[config.mk]
export PLATFORM = sky130hd
export DESIGN_NAME = k12a_memory_ctrl_flat
export DESIGN_NICKNAME = d
export VERILOG_FILES = /design/src/rtl/k12a_memory_ctrl_if.sv /design/src/rtl/k12a_memory_ctrl.sv /design/src/flat_wrapper.sv
export SDC_FILE = /design/constraint.sdc
export NUM_CORES = 1
export LEC_CHECK = 0
export CORE_ASPECT_RATIO = 0.7
export CORE_MARGIN = 2
export CORE_UTILIZATION = 40
export CTS_CLUSTER_DIAMETER = 80
export DETAILED_ROUTE_END_ITERATION = 12
export PLACE_DENSITY = 0.77
export SLEW_MARGIN = 10
export SYNTH_ARGS = -nofsm -noshare
export SYNTH_HDL_FRONTEND = slang
export SYNTH_SLANG_ARGS = --single-unit
[constraint.sdc]
create_clock -name clock -period 3 [get_ports clock]
set_clock_uncertainty 0.2 [all_clocks]
set_input_delay 0.45 -clock clock [delete_from_list [all_inputs] [get_ports clock]]
set_output_delay 0.45 -clock clock [all_outputs]
set_load 0.01 [all_outputs]
[src/rtl/k12a_memory_ctrl_if.sv]
// Request/device bus for k12a_memory_ctrl: CPU-side request signals plus the
// external memory strobes and data buses.
interface k12a_memory_ctrl_if #(
  parameter int unsigned ADDR_WIDTH = 16,
  parameter int unsigned DATA_WIDTH = 8
);
  logic                  req;
  logic                  write;
  logic [ADDR_WIDTH-1:0] addr;
  logic [DATA_WIDTH-1:0] wdata;
  logic                  busy;
  logic                  ready;
  logic                  err;
  logic [DATA_WIDTH-1:0] rdata;
  logic [ADDR_WIDTH-1:0] mem_addr;
  logic [DATA_WIDTH-1:0] mem_dout;
  logic                  mem_doe;
  logic [DATA_WIDTH-1:0] mem_din;
  logic                  rom_ce_n;
  logic                  ram_ce_n;
  logic                  oe_n;
  logic                  we_n;

  modport master (
    output req, write, addr, wdata, mem_din,
    input  busy, ready, err, rdata, mem_addr, mem_dout, mem_doe,
    input  rom_ce_n, ram_ce_n, oe_n, we_n
  );

  modport slave (
    input  req, write, addr, wdata, mem_din,
    output busy, ready, err, rdata, mem_addr, mem_dout, mem_doe,
    output rom_ce_n, ram_ce_n, oe_n, we_n
  );
endinterface

[src/rtl/k12a_memory_ctrl.sv]
// ROM/RAM strobe sequencer: SETUP, WAIT_STATES-cycle STROBE, HOLD, DONE.
// Optional macro K12A_MEM_WRITE_PROTECT_EN blocks ROM writes and flags them with err.
module k12a_memory_ctrl #(
  parameter int unsigned ADDR_WIDTH  = 16,
  parameter int unsigned DATA_WIDTH  = 8,
  parameter int unsigned RAM_BASE    = 'h8000,
  parameter int unsigned WAIT_STATES = 2
) (
  input logic             clock,
  input logic             reset_n,
  k12a_memory_ctrl_if.slave bus
);

`ifdef K12A_MEM_WRITE_PROTECT_EN
  localparam bit WriteProtect = 1'b1;
`else
  localparam bit WriteProtect = 1'b0;
`endif

  localparam logic [ADDR_WIDTH-1:0] RamBase = ADDR_WIDTH'(RAM_BASE);
  localparam logic [3:0]            CntLoad = 4'(WAIT_STATES - 1);

  typedef enum logic [2:0] {StIdle, StSetup, StStrobe, StHold, StDone} state_e;

  state_e                state_q;
  logic [3:0]            cnt_q;
  logic                  write_q;
  logic                  ram_q;
  logic                  busy_q;
  logic                  ready_q;
  logic                  err_q;
  logic [DATA_WIDTH-1:0] rdata_q;
  logic [ADDR_WIDTH-1:0] mem_addr_q;
  logic [DATA_WIDTH-1:0] mem_dout_q;
  logic                  mem_doe_q;
  logic                  rom_ce_n_q;
  logic                  ram_ce_n_q;
  logic                  oe_n_q;
  logic                  we_n_q;

  logic addr_is_ram;
  logic write_allowed;

  assign addr_is_ram   = (bus.addr >= RamBase);
  assign write_allowed = ram_q | ~WriteProtect;

  // Outputs are registered: each transition sets the strobes of the state being entered.
  always_ff @(posedge clock or negedge reset_n) begin
    if (!reset_n) begin
      state_q    <= StIdle;
      cnt_q      <= '0;
      write_q    <= 1'b0;
      ram_q      <= 1'b0;
      busy_q     <= 1'b0;
      ready_q    <= 1'b0;
      err_q      <= 1'b0;
      rdata_q    <= '0;
      mem_addr_q <= '0;
      mem_dout_q <= '0;
      mem_doe_q  <= 1'b0;
      rom_ce_n_q <= 1'b1;
      ram_ce_n_q <= 1'b1;
      oe_n_q     <= 1'b1;
      we_n_q     <= 1'b1;
    end else begin
      ready_q <= 1'b0;
      err_q   <= 1'b0;
      unique case (state_q)
        StIdle: begin
          if (bus.req) begin
            state_q    <= StSetup;
            write_q    <= bus.write;
            ram_q      <= addr_is_ram;
            mem_addr_q <= bus.addr;
            mem_dout_q <= bus.wdata;
            busy_q     <= 1'b1;
            rom_ce_n_q <= addr_is_ram;
            ram_ce_n_q <= ~addr_is_ram;
            oe_n_q     <= bus.write;
            mem_doe_q  <= bus.write;
          end
        end
        StSetup: begin
          state_q <= StStrobe;
          cnt_q   <= CntLoad;
          we_n_q  <= ~(write_q & write_allowed);
        end
        StStrobe: begin
          if (cnt_q == 4'd0) begin
            state_q <= StHold;
            // we_n rises a cycle ahead of ce_n and mem_doe.
            we_n_q  <= 1'b1;
            if (!write_q) begin
              rdata_q <= bus.mem_din;
            end
          end else begin
            cnt_q <= cnt_q - 4'd1;
          end
        end
        StHold: begin
          state_q    <= StDone;
          rom_ce_n_q <= 1'b1;
          ram_ce_n_q <= 1'b1;
          oe_n_q     <= 1'b1;
          mem_doe_q  <= 1'b0;
          ready_q    <= 1'b1;
          err_q      <= write_q & ~write_allowed;
        end
        StDone: begin
          state_q <= StIdle;
          busy_q  <= 1'b0;
        end
        default: state_q <= StIdle;
      endcase
    end
  end

  assign bus.busy     = busy_q;
  assign bus.ready    = ready_q;
  assign bus.err      = err_q;
  assign bus.rdata    = rdata_q;
  assign bus.mem_addr = mem_addr_q;
  assign bus.mem_dout = mem_dout_q;
  assign bus.mem_doe  = mem_doe_q;
  assign bus.rom_ce_n = rom_ce_n_q;
  assign bus.ram_ce_n = ram_ce_n_q;
  assign bus.oe_n     = oe_n_q;
  assign bus.we_n     = we_n_q;

endmodule

[src/flat_wrapper.sv]
// flat-port wrapper written by rule: the top's interface ports become plain ports
module k12a_memory_ctrl_flat 
#(
  parameter int unsigned ADDR_WIDTH  = 16,
  parameter int unsigned DATA_WIDTH  = 8,
  parameter int unsigned RAM_BASE    = 'h8000,
  parameter int unsigned WAIT_STATES = 2
)
  (clock, reset_n, bus_req, bus_write, bus_addr, bus_wdata, bus_mem_din, bus_busy, bus_ready, bus_err, bus_rdata, bus_mem_addr, bus_mem_dout, bus_mem_doe, bus_rom_ce_n, bus_ram_ce_n, bus_oe_n, bus_we_n);
  k12a_memory_ctrl_if #(.ADDR_WIDTH(ADDR_WIDTH), .DATA_WIDTH(DATA_WIDTH)) bus_i ();
  input logic clock;
  input logic reset_n;
  input wire logic [$bits(bus_i.req)-1:0] bus_req;
  input wire logic [$bits(bus_i.write)-1:0] bus_write;
  input wire logic [$bits(bus_i.addr)-1:0] bus_addr;
  input wire logic [$bits(bus_i.wdata)-1:0] bus_wdata;
  input wire logic [$bits(bus_i.mem_din)-1:0] bus_mem_din;
  output wire logic [$bits(bus_i.busy)-1:0] bus_busy;
  output wire logic [$bits(bus_i.ready)-1:0] bus_ready;
  output wire logic [$bits(bus_i.err)-1:0] bus_err;
  output wire logic [$bits(bus_i.rdata)-1:0] bus_rdata;
  output wire logic [$bits(bus_i.mem_addr)-1:0] bus_mem_addr;
  output wire logic [$bits(bus_i.mem_dout)-1:0] bus_mem_dout;
  output wire logic [$bits(bus_i.mem_doe)-1:0] bus_mem_doe;
  output wire logic [$bits(bus_i.rom_ce_n)-1:0] bus_rom_ce_n;
  output wire logic [$bits(bus_i.ram_ce_n)-1:0] bus_ram_ce_n;
  output wire logic [$bits(bus_i.oe_n)-1:0] bus_oe_n;
  output wire logic [$bits(bus_i.we_n)-1:0] bus_we_n;
  assign bus_i.req = bus_req;
  assign bus_i.write = bus_write;
  assign bus_i.addr = bus_addr;
  assign bus_i.wdata = bus_wdata;
  assign bus_i.mem_din = bus_mem_din;
  assign bus_busy = bus_i.busy;
  assign bus_ready = bus_i.ready;
  assign bus_err = bus_i.err;
  assign bus_rdata = bus_i.rdata;
  assign bus_mem_addr = bus_i.mem_addr;
  assign bus_mem_dout = bus_i.mem_dout;
  assign bus_mem_doe = bus_i.mem_doe;
  assign bus_rom_ce_n = bus_i.rom_ce_n;
  assign bus_ram_ce_n = bus_i.ram_ce_n;
  assign bus_oe_n = bus_i.oe_n;
  assign bus_we_n = bus_i.we_n;
  k12a_memory_ctrl #(.ADDR_WIDTH(ADDR_WIDTH), .DATA_WIDTH(DATA_WIDTH), .RAM_BASE(RAM_BASE), .WAIT_STATES(WAIT_STATES)) u_core (.clock(clock), .reset_n(reset_n), .bus(bus_i));
endmodule
==> metrics <==
Worst Tran Pin Value 1000 ps; CTS Buffer Depth 2; max-slew violations 0; YS warnings 0; Max stage delay cell, worst path or3b_1; total core area 4700 µm²; Clock Pin Slew Worst Setup and Hold Paths 90 ps; most common cell after layout, fill and taps aside nand2_1; Overflow after GRT 0; crit share post-route 77.1%; origin of the worst setup path u_core.cnt_q[0]$_DFFE_PN0P_; fin nets 296; DIE AREA 5370 µm²; Mapped Area 1920 µm²; RSZ-0062 raised after global routing no; Hold Vio Cnt, Final 0; Worst path top cell family by delay simple AND/OR/NAND/NOR gates; Power Density 1030 nW/µm²; Startpoint Class flip-flop; Post-CTS Setup Bufs 0; Crit path depth 5; Max H-tree Level 2; P_leak 1.32 nW; HPWL after DPL 2.93 mm; clk sink count 47; buffer and inverter count on the worst path 1; Max Clock Freq 432 MHz; Cells after Synth 186; Setup CP Type reg -> reg; root buffer cell clkbuf_8; worst flop-to-flop path startpoint u_core.cnt_q[0]$_DFFE_PN0P_; vias in the first global route 1366; pin count of the biggest net entering global routing 48; crit path time final 2310 ps; slew margin rel. 33.3%; first-pass GRT wire length 6.47 mm; initial antenna violation count 0; top cells by area, synth dfrtp_1 (56%), nand2_1 (16%), dfstp_2 (5.5%); Initial Utilization 40.8%; drt drc 0; hold buffer count at CTS 0; Synth Net Count 224; row cnt 21; commonest non-fill, non-tap cells in the layout nand2_1 (82), clkdlybuf4s50_1 (73), dfrtp_1 (43); WL per Instance 12.9 µm; GR Util All Layers 15.8%; total negative slack 0 ps; Die Y 61.9 µm; CP peak stage delay 470 ps; Layout area overhead 46.6%; CP Capture Type flip-flop; sequential-to-total area share from yosys stat 61.6%; Num CTS Buffers 5; Synth area leader dfrtp_1; Die Wd 86.8 µm; share of layout cells above drive strength 1 10.4%; TritonRoute pass-1 iters 4; Synth cell types 31; CP Max Fanout 8; status complete, no violations; CP endpoint u_core.bus.rdata[0]$_DFFE_PN0P_; PortBufs 74; Post-Layout Inst Area 2810 µm²; post-route ant nets 0; Routed Wire Length 4.07 mm; # diodes 0; reg2reg end u_core.bus.rdata[0]$_DFFE_PN0P_; proportion of netlist area held by the largest area contributor 56.1%; Worst EP arrival 2290 ps; Yosys reg bits 47; Vias 1473; clk_lat worst skew 290 ps; post_cts resized 0; initial detailed-routing violation count 51; Max Cap Violations 0; syn_area_per_cell 10.3 µm²; Worst R2R Path Depth 5; # setup viols final 0; Max IR drop VDD 402 µV; number of vias per cell 4.66; io pins 76; hold crit path type in -> async; CTS tree done; crit-path cells inv_1 > ha_1 > or3b_1 > nor4_4 > mux2_2; GP Congestion 0.765; dpl cell area 2700 µm²; r2r setup slk 690 ps; Req. time, crit path 2980 ps
## state kept, by name (all words and copies together) (netlist names), 3 cells and up
register / cells
u_core.cnt_q: 4
u_core.bus.rdata: 8
u_core.bus.mem_dout: 8
u_core.state_q: 3
u_core.bus.mem_addr: 16
## how the worst min path moves through the flow
stage	start	end	slack (ps)	cells past startpoint
final	reset_n	u_core.bus.mem_addr[1]$_DFFE_PN0P_	130	1
after global routing	reset_n	u_core.write_q$_DFFE_PN0P_	200	1
after CTS	reset_n	u_core.bus.mem_addr[1]$_DFFE_PN0P_	160	1
after floorplan	reset_n	u_core.bus.busy$_DFFE_PN0P_	-50	0
after global placement	u_core.bus.mem_addr[13]$_DFFE_PN0P_	u_core.bus.mem_addr[13]$_DFFE_PN0P_	260	2
after detailed placement	u_core.bus.mem_dout[7]$_DFFE_PN0P_	u_core.bus.mem_dout[7]$_DFFE_PN0P_	270	2
## routing by layer
layer	share of wire (%)	vias to the layer above	routed length (µm)	global-route usage (%)
met3	6.7	2	272	5.28
li1	-	738	-	-
met5	0	-	0	0
met1	51	686	2070	23.4
met4	0.22	0	9	4.02
met2	42	47	1710	22.3
## logic make-up after synthesis
logic type                 count (synthesis)  share of synthesized area [%]
and+or+nand+nor                          101                           23.7
DFF                                       47                           61.6
buffers and inverters                     13                           2.94
muxes                                     11                           6.26
AOI/OAI and AO/OA                         10                           3.59
adders and majority gates                  2                           1.30
other                                      1                          0.196
xor gates and xnor gates                   1                          0.457
## layout make-up
class	instances	area [µm²]
Sequential cell	47	1180
Multi-Input combinational cell	126	689
Clock buffer	5	68.8
Inverter	2	7.51
Timing Repair Buffer	76	751
Tap cell	57	71.3
Clock inverter	3	43.8
Fill cell	406	1890
## synthesized netlist by cell type (all sizes together)
| cell | instances |
|---|---|
| conb | 1 |
| a2111oi | 1 |
| a211o | 1 |
| xnor2 | 1 |
| o21a | 1 |
| nand2b | 1 |
| nor4 | 2 |
| inv | 2 |
| a21oi | 5 |
| nor2 | 5 |
| buf | 4 |
| or4b | 1 |
| dfrtp | 43 |
| ha | 2 |
| nor3b | 2 |
| mux2i | 3 |
| clkbuf | 7 |
| or3b | 2 |
| nand3 | 1 |
| o31a | 1 |
| and3b | 2 |
| mux2 | 8 |
| nor3 | 1 |
| a311o | 1 |
| nor4b | 1 |
| dfstp | 4 |
| or4 | 1 |
| nand2 | 82 |
## per-stage QoR
stage	util, %	cells	power [mW]	setup WS [ps]	hold WS (ps)
6_report	59.8	316	2.89	686	126
5_1_grt	59.8	316	3.10	533	202
4_1_cts	59.8	316	2.92	669	163
3_5_place_dp	57.4	308	2.46	687	268
3_3_place_gp	57.4	308	2.42	721	261
2_1_floorplan	-	186	1.78	894	-45.6
## power by group
part,total [mW],internal (mW),switching [mW]
logic,1.26,0.710,0.554
registers,1.17,0.945,0.222
clock network,0.455,0.248,0.206
total,2.89,1.90,0.983
## worst reg2reg max path, stage by stage, from the launching register on
cell and delay [ps]:
dfrtp_1 410, inv_1 90, ha_1 170, or3b_1 470, nor4_4 460, mux2_2 400
Note: power is estimated with default switching activity, not from simulation.
